<file path="src/rtl/uart_rx.sv">
// 8-bit asynchronous serial receiver: 1 start, 8 data (LSB first), 1 stop, mid-bit sampling.
// Define UART_RX_PARITY_EN to expect an even-parity bit between the data and stop bits.
module uart_rx #(
  parameter int unsigned CLOCK_DIV = 104
) (
  input  logic       clock,
  input  logic       reset,
  input  logic       rx,
  output logic [7:0] data_out,
  output logic       data_valid,
  output logic       framing_error,
  output logic       parity_error,
  output logic       busy
);

  localparam logic [15:0] HalfCnt = 16'(CLOCK_DIV / 2 - 1);
  localparam logic [15:0] FullCnt = 16'(CLOCK_DIV - 1);

  typedef enum logic [2:0] {StIdle, StStart, StData, StParity, StStop} state_e;

  state_e      state_q, state_d;
  logic        rx_meta_q, rx_s_q, rx_prev_q;
  logic [15:0] cnt_q, cnt_d;
  logic [2:0]  bit_idx_q, bit_idx_d;
  logic [7:0]  shift_q, shift_d;
  logic [7:0]  data_q, data_d;
  logic        valid_q, valid_d;
  logic        ferr_q, ferr_d;
  logic        start_edge;

`ifdef UART_RX_PARITY_EN
  logic        par_bit_q, par_bit_d;
  logic        perr_q, perr_d;
  logic        parity_ok;

  assign parity_ok = ~(^shift_q ^ par_bit_q);
`endif

  assign start_edge = rx_prev_q & ~rx_s_q;

  always_comb begin
    state_d   = state_q;
    cnt_d     = cnt_q + 16'd1;
    bit_idx_d = bit_idx_q;
    shift_d   = shift_q;
    data_d    = data_q;
    valid_d   = 1'b0;
    ferr_d    = 1'b0;
`ifdef UART_RX_PARITY_EN
    par_bit_d = par_bit_q;
    perr_d    = 1'b0;
`endif
    unique case (state_q)
      StIdle: begin
        cnt_d = 16'd0;
        if (start_edge) state_d = StStart;
      end
      StStart: begin
        if (cnt_q == HalfCnt) begin
          cnt_d = 16'd0;
          // A start bit that is high again at mid-bit was a glitch.
          if (!rx_s_q) begin
            state_d   = StData;
            bit_idx_d = 3'd0;
          end else begin
            state_d = StIdle;
          end
        end
      end
      StData: begin
        if (cnt_q == FullCnt) begin
          cnt_d   = 16'd0;
          shift_d = {rx_s_q, shift_q[7:1]};
          if (bit_idx_q == 3'd7) begin
`ifdef UART_RX_PARITY_EN
            state_d = StParity;
`else
            state_d = StStop;
`endif
          end else begin
            bit_idx_d = bit_idx_q + 3'd1;
          end
        end
      end
      StParity: begin
`ifdef UART_RX_PARITY_EN
        if (cnt_q == FullCnt) begin
          cnt_d     = 16'd0;
          par_bit_d = rx_s_q;
          state_d   = StStop;
        end
`else
        cnt_d   = 16'd0;
        state_d = StIdle;
`endif
      end
      StStop: begin
        if (cnt_q == FullCnt) begin
          cnt_d   = 16'd0;
          state_d = StIdle;
          // Framing error wins over parity error.
          if (!rx_s_q) begin
            ferr_d = 1'b1;
`ifdef UART_RX_PARITY_EN
          end else if (!parity_ok) begin
            perr_d = 1'b1;
`endif
          end else begin
            data_d  = shift_q;
            valid_d = 1'b1;
          end
        end
      end
      default: begin
        cnt_d   = 16'd0;
        state_d = StIdle;
      end
    endcase
  end

  always_ff @(posedge clock or posedge reset) begin
    if (reset) begin
      rx_meta_q <= 1'b1;
      rx_s_q    <= 1'b1;
      rx_prev_q <= 1'b1;
      state_q   <= StIdle;
      cnt_q     <= 16'd0;
      bit_idx_q <= 3'd0;
      shift_q   <= 8'h00;
      data_q    <= 8'h00;
      valid_q   <= 1'b0;
      ferr_q    <= 1'b0;
    end else begin
      rx_meta_q <= rx;
      rx_s_q    <= rx_meta_q;
      rx_prev_q <= rx_s_q;
      state_q   <= state_d;
      cnt_q     <= cnt_d;
      bit_idx_q <= bit_idx_d;
      shift_q   <= shift_d;
      data_q    <= data_d;
      valid_q   <= valid_d;
      ferr_q    <= ferr_d;
    end
  end

`ifdef UART_RX_PARITY_EN
  always_ff @(posedge clock or posedge reset) begin
    if (reset) begin
      par_bit_q <= 1'b0;
      perr_q    <= 1'b0;
    end else begin
      par_bit_q <= par_bit_d;
      perr_q    <= perr_d;
    end
  end

  assign parity_error = perr_q;
`else
  assign parity_error = 1'b0;
`endif

  assign data_out      = data_q;
  assign data_valid    = valid_q;
  assign framing_error = ferr_q;
  assign busy          = (state_q != StIdle);

endmodule

</file>
<file path="config.mk">
export PLATFORM = sky130hd
export DESIGN_NAME = uart_rx
export DESIGN_NICKNAME = d
export VERILOG_FILES = /design/src/rtl/uart_rx.sv
export SDC_FILE = /design/constraint.sdc
export NUM_CORES = 1
export LEC_CHECK = 0
export ABC_AREA = 1
export CORE_AREA = 2 2 74 91
export DETAILED_ROUTE_END_ITERATION = 7
export DIE_AREA = 0 0 76 93
export MAX_ROUTING_LAYER = met4
export PLACE_DENSITY = 0.6
export RECOVER_POWER = 100
export SLEW_MARGIN = 30
export SYNTH_ARGS = -nofsm -noshare
export SYNTH_HDL_FRONTEND = slang
export SYNTH_SLANG_ARGS = --single-unit
</file>
<file path="constraint.sdc">
create_clock -name clock -period 1.4 [get_ports clock]
set_input_delay 0.28 -clock clock [delete_from_list [all_inputs] [get_ports clock]]
set_output_delay 0.28 -clock clock [all_outputs]
set_load 0.02 [all_outputs]
</file>
==> results.md <==
- Peak VDD IR: 1.17 mV
- Post-synthesis sequential area ratio: 51.1%
- # setup viols final: 33
- Unrepaired setup endpoints after global routing: yes
- Synthesized Nets: 249
- Slowest cell on the critical path: dfrtp_1
- First-pass GRT wire length: 7910 um
- Worst Path Max Fanout: 8
- Core area: 6210 um^2
- P_leak: 1.36 nW
- Relative slew slack: 62.8%
- TritonCTS clock tree: built
- Startpoint Class: register
- Routability cong.: 0.938
- Die extent in x: 76 um
- Sink Count: 43
- Site Rows: 32
- Clock root buffer master: clkbuf_8
- DRT iter0 DRCs: 77
- Antenna diodes: 0
- Mapped Area: 2110 um^2
- Vias per cell: 4.41
- Cells after Synth: 243
- Drt first pass iters: 3
- Layout area overhead: 43.7%
- Final wirelength: 4490 um
- Setup WS post-layout: -73.5 ps
- Most frequent cells in the layout: dfrtp_1, nand2_1, buf_4, nor2_1, inv_1
- GRT overflow: 0
- Number of synthesized register bits: 43
- Cell Area, Placed: 2680 um^2
- Post-DRT Antenna Nets: 0
- DRC viols: 0
- Cts hold-fix bufs: 0
- Prevailing post-synth register cell: dfrtp_1
- Cell variety after synth: 30
- Routed vias: 1734
- # IOs: 15
- Crit Path Class: reg -> reg
- Initial antenna violation count: 0
- Final hold vios: 0
- FF-to-FF End: cnt_q[8]
- Status: complete, but fails checks
- Min Tclk post-route: 1470 ps
- Skew final: 6.01 ps
- Final net count: 313
- Initial cell density of the core: 34.0%
- Worst path cell trace: nor2_2 > nand2_2 > nor2_4 > nand2_4 > nand2_8 > nand2_8 > nor2_4 > nor2_1
- Failing checks: setup timing
- Routed len/inst: 11.4 um
- Port buffer count: 13
- Clock-pin slew on the worst setup and hold paths: 90 ps
- Fmax: 0.679 GHz
- Power Total: 3.92 mW
- Gr usage total: 14.4%
- Min-Delay Path Class: in -> async
- CP max stage delay: 400 ps
- Flop-to-flop setup slack: -70 ps
- Measured slew at the worst slew-check pin: 558 ps
- Worst skew pair latency: 290 ps
- Worst R2R Start: cnt_q[11]
- DIE HEIGHT: 93 um
- Worst path arrival time: 1660 ps
- Worst Path Required: 1580 ps
- Tcrit/Tclk final: 105%
- Max-cap violations: 0
- Slew Viols, Final: 0
- Syn_area_per_cell: 8.69 um^2
- DIE AREA: 7070 um^2
- HPWL after DPL: 3010 um
- Synth warn: 0
- Worst reg-to-reg path cell count: 8
- Vias in the first global route: 1758
- Commonest non-fill, non-tap cell in the layout: dfrtp_1
- Total CTS buffers: 5
- Fraction of layout cells with a size suffix above 1: 41.2%
- P per Cell Area: 1290 nW/um^2
- Asr flop ratio synth: 100%
- H-tree lvl count: 2
- Crit. End Element: register
- Max Buffers Root-to-Sink: 2
- Number of flops mapped to enable cells by yosys: 0
- Post-Layout Inst Area: 3030 um^2
- Pin count of the biggest net entering global routing: 24
metrics by stage:
stage / cells / util (%) / setup WS [ps] / TNS (ps) / hold WS, ps
final: 393 / 48.9 / -73.5 / -1140 / 337
after global routing: 393 / 48.9 / -157 / -4270 / 365
after CTS: 390 / 46.6 / -95.7 / -1590 / 220
after detailed placement: 377 / 43.1 / -84.4 / -2010 / 352
after global placement: 377 / 43.1 / -113 / -2560 / 348
after floorplan: 243 / - / -7.86 / -57.5 / 284
area by class of cell:
type                    count  area, um^2
clock buffers               5        68.8
well taps                  85         106
multi-input cells         164        1110
fillers                   565        3170
repair buffers             59         510
flip-flops and latches     43        1080
clock inverters             3        20.0
inverters                  34         133
cell usage after synthesis (all sizes together), types with 3 or more instances:
cell type	instances	area [um^2]
buf	4	35.0
ha	3	37.5
nor2	44	209
nand3	13	77.6
o21ai	21	135
nand2	59	244
xor2	4	35.0
inv	33	124
nand4	4	25.0
dfstp	3	78.8
xnor2	5	43.8
dfrtp	40	1000
nor3	6	46.3
repair_timing:
action,4_1_cts,5_1_grt
buffers inserted,3,3
resized for setup,38,44
hold endpoints to repair,0,0
setup endpoints to repair,49,39
pin swaps,11,21
cloned,2,0
critical path: cells and delay by family (launching register included):
family | cells | cell delay [ps]
flops | 1 | 400
simple gates | 8 | 960
cells by family (layout without fill, tap and decap cells):
| kind of cell | after synthesis | in the layout | share of synthesized area (%) |
|---|---|---|---|
| AOI/OAI and AO/OA | 22 | 22 | 6.63 |
| DFF | 43 | 43 | 51.1 |
| and+or+nand+nor | 127 | 129 | 28.9 |
| adders and majority gates | 3 | 3 | 1.78 |
| other | 1 | 1 | 0.178 |
| buffers and inverters | 38 | 101 | 7.70 |
| xor gates and xnor gates | 9 | 9 | 3.73 |
registers in the layout, indices dropped and copies added, names as in the netlist:
signal         cells
data_out           8
cnt_q             16
rx_prev_q          1
rx_s_q             1
bit_idx_q          3
rx_meta_q          1
data_valid         1
state_q            3
framing_error      1
shift_q            8
power by group:
part,internal (mW),leakage [nW],switching [mW]
Sequential,1.33,0.583,0.0794
Combinational,0.790,0.741,0.929
Clock,0.347,0.0402,0.444
Total,2.47,1.36,1.45
how the worst max path moves through the flow:
| stage | startpoint | endpoint | depth (start not counted) |
|---|---|---|---|
| after floorplan | cnt_q[9] | cnt_q[0] | 9 |
| after global placement | cnt_q[8] | cnt_q[9] | 8 |
| after detailed placement | cnt_q[3] | cnt_q[13] | 9 |
| after CTS | cnt_q[12] | cnt_q[3] | 8 |
| after global routing | cnt_q[1] | shift_q[7] | 9 |
| final | cnt_q[11] | cnt_q[8] | 8 |
routing by layer:
layer  GRT usage, %  routed length (um)  up-vias
li1               -                   -      884
met1           16.3                1890      829
met2           26.0                2450       17
met3           2.51                 103        4
met4           4.55                  45        0
met5              -                   0        -
Note: power is estimated with default switching activity, not from simulation.
==> variant: new RTL, same flow settings <==
The output `data_valid` loses its register stage (`valid_q` becomes a continuous assignment).
--- a/src/rtl/uart_rx.sv
+++ b/src/rtl/uart_rx.sv
@@ -129,5 +129,4 @@
       shift_q   <= 8'h00;
       data_q    <= 8'h00;
-      valid_q   <= 1'b0;
       ferr_q    <= 1'b0;
     end else begin
@@ -140,8 +139,9 @@
       shift_q   <= shift_d;
       data_q    <= data_d;
-      valid_q   <= valid_d;
       ferr_q    <= ferr_d;
     end
   end
+
+  assign valid_q = valid_d;
 
 `ifdef UART_RX_PARITY_EN
Formal check against the unedited RTL: no difference found for any inputs over 10 cycles, from zero or initial values and one cycle with reset high; that may be too few to reach the edited logic, so the function may still have changed.
==> variant against the unedited design <==
  * Power is 7.5% lower
  * Final cell count stayed put
  * First-iteration DRC count is 13% lower
  * Routed wire length is 5.5% lower
  * Worst setup slack worse by 0.22 ns
  * Count of clock-buffer cells in the layout stayed put
  * Design area is 5.0% lower
  * Highest routed layer unchanged
  * Sequential cell count is 1 lower
  * Synthesized cell count is 0.41% lower
  * The flow still finishes with violations (negative setup slack)
  * Largest cell class is now registers
  * Global-route usage is 0.63 points lower
  * Sequential share of layout area is 0.98 points higher
  * Clock power is 1% lower
  * Area after synthesis is 1.2% lower
==> variant: results (changes against the unedited design) <==
| Stage | Item | Value | vs unedited |
| --- | --- | --- | --- |
| yosys | Share of the yosys chip area belonging to registers | 0.5054 | -0.005860 |
| clock tree | Setup fix buffers added after clock tree synthesis | 0 | -3 |
| hold path | Hold Path Class | reg2reg |  |
| sta | Setup Viol. Count Final | 39 | +18% |
| yosys | Post-synth net total | 248 | -0.40% |
| power and ir drop | Worst IR Drop VDD | 0.0009942 V | -15% |
| sta | Worst clock skew | 0.006799 ns | +0.0007876 ns |
| yosys | Area share of xor/xnor cells in the synthesized design | 0.03777 | +0.0004475 |
| global route | GRT Overall Usage | 0.1372 | -0.006270 |
| sta | Least setup slack across all paths after layout | -0.2904 ns | -0.2169 ns |
| placement | Worst setup slack before clock tree synthesis | -0.4560 ns | -0.3716 ns |
| placement | Cell area after placement | 2689 sq um | +0.47% |
| cells and area | Fraction of layout cells with a size suffix above 1 | 0.3669 | -0.04545 |
| yosys | Cell types with the highest counts after synthesis | sky130_fd_sc_hd__nand2_1 (54), sky130_fd_sc_hd__dfrtp_1 (39), sky130_fd_sc_hd__nor2_1 (38) |  |
| outcome | Result of the run | complete, but fails checks |  |
| routing | Routed length on met2 | 2280 um | -6.9% |
| yosys | Compound-cell area share of the yosys netlist | 0.06715 | +0.0007956 |
| outcome | Violated checks | negative setup slack |  |
| sta | Max-slew headroom at the worst pin | 0.6232 | -0.004584 |
| global route | Met2 track utilization from global routing | 0.2507 | -0.008929 |
| global route | Maximum number of pins on one net before global-route repair | 43 | +79% |
| yosys | Average cell area after synthesis | 8.624 sq um | -0.78% |
| power and ir drop | Leak Pwr | 1.326 nW | -2.9% |
| yosys | Adder-cell area share of the yosys netlist | 0.01799 | +0.0002131 |
| power and ir drop | Part of the power in the clock network | 0.216 | +0.014 |
| power and ir drop | Combinational fraction of design power | 0.410 | -0.028 |
| power and ir drop | Sequential group power | 1.36 mW | -4% |
| sta | Sum Neg Setup Slack | -4.914 ns | -3.772 ns |
| routing | Sum of routed wire segments on met1 | 1822 um | -3.6% |
| worst setup path | Data arrival at the endpoint of the critical path | 1.41 ns | -0.25 ns |
| global route | Met1 track demand over resource | 0.1535 | -0.009512 |
| routing | Post-Route WL | 4241 um | -5.5% |
| global route | Wire length of the first global-routing pass | 7521 um | -4.9% |
| worst setup path | Top fanout value on the critical path | 2 | -6 |
| cells and area | Number of filler cells placed in the layout | 617 | +9.2% |
-- variant: cell types whose count changed after synthesis, sizes merged --
| cell | change |
|---|---|
| dfrtp | -1 |
-- variant: path summary, 6_finish.rpt --
check | cells after the start | slack [ns] | from | end
min | 0 | 0.36 | rx_meta_q | rx_s_q
min reg2reg | 0 | 0.36 | rx_meta_q | rx_s_q
min in group asynchronous | 3 | 0.59 | reset | cnt_q[11]
max reg2reg | 9 | -0.18 | cnt_q[10] | cnt_q[12]
max in group asynchronous | 3 | 0.42 | reset | rx_prev_q
max | 6 | -0.29 | cnt_q[10] | data_valid
-- variant: cell type report --
class                           count  area, sq um  share of cell area
Sequential cell                    42         1055              0.3660
Multi-Input combinational cell    164         1003              0.3482
Tap cell                           85        106.4             0.03691
Clock inverter                      3        21.27            0.007382
Timing Repair Buffer               60        494.2              0.1715
Clock buffer                        5        68.82             0.02388
Inverter                           34        132.6             0.04603
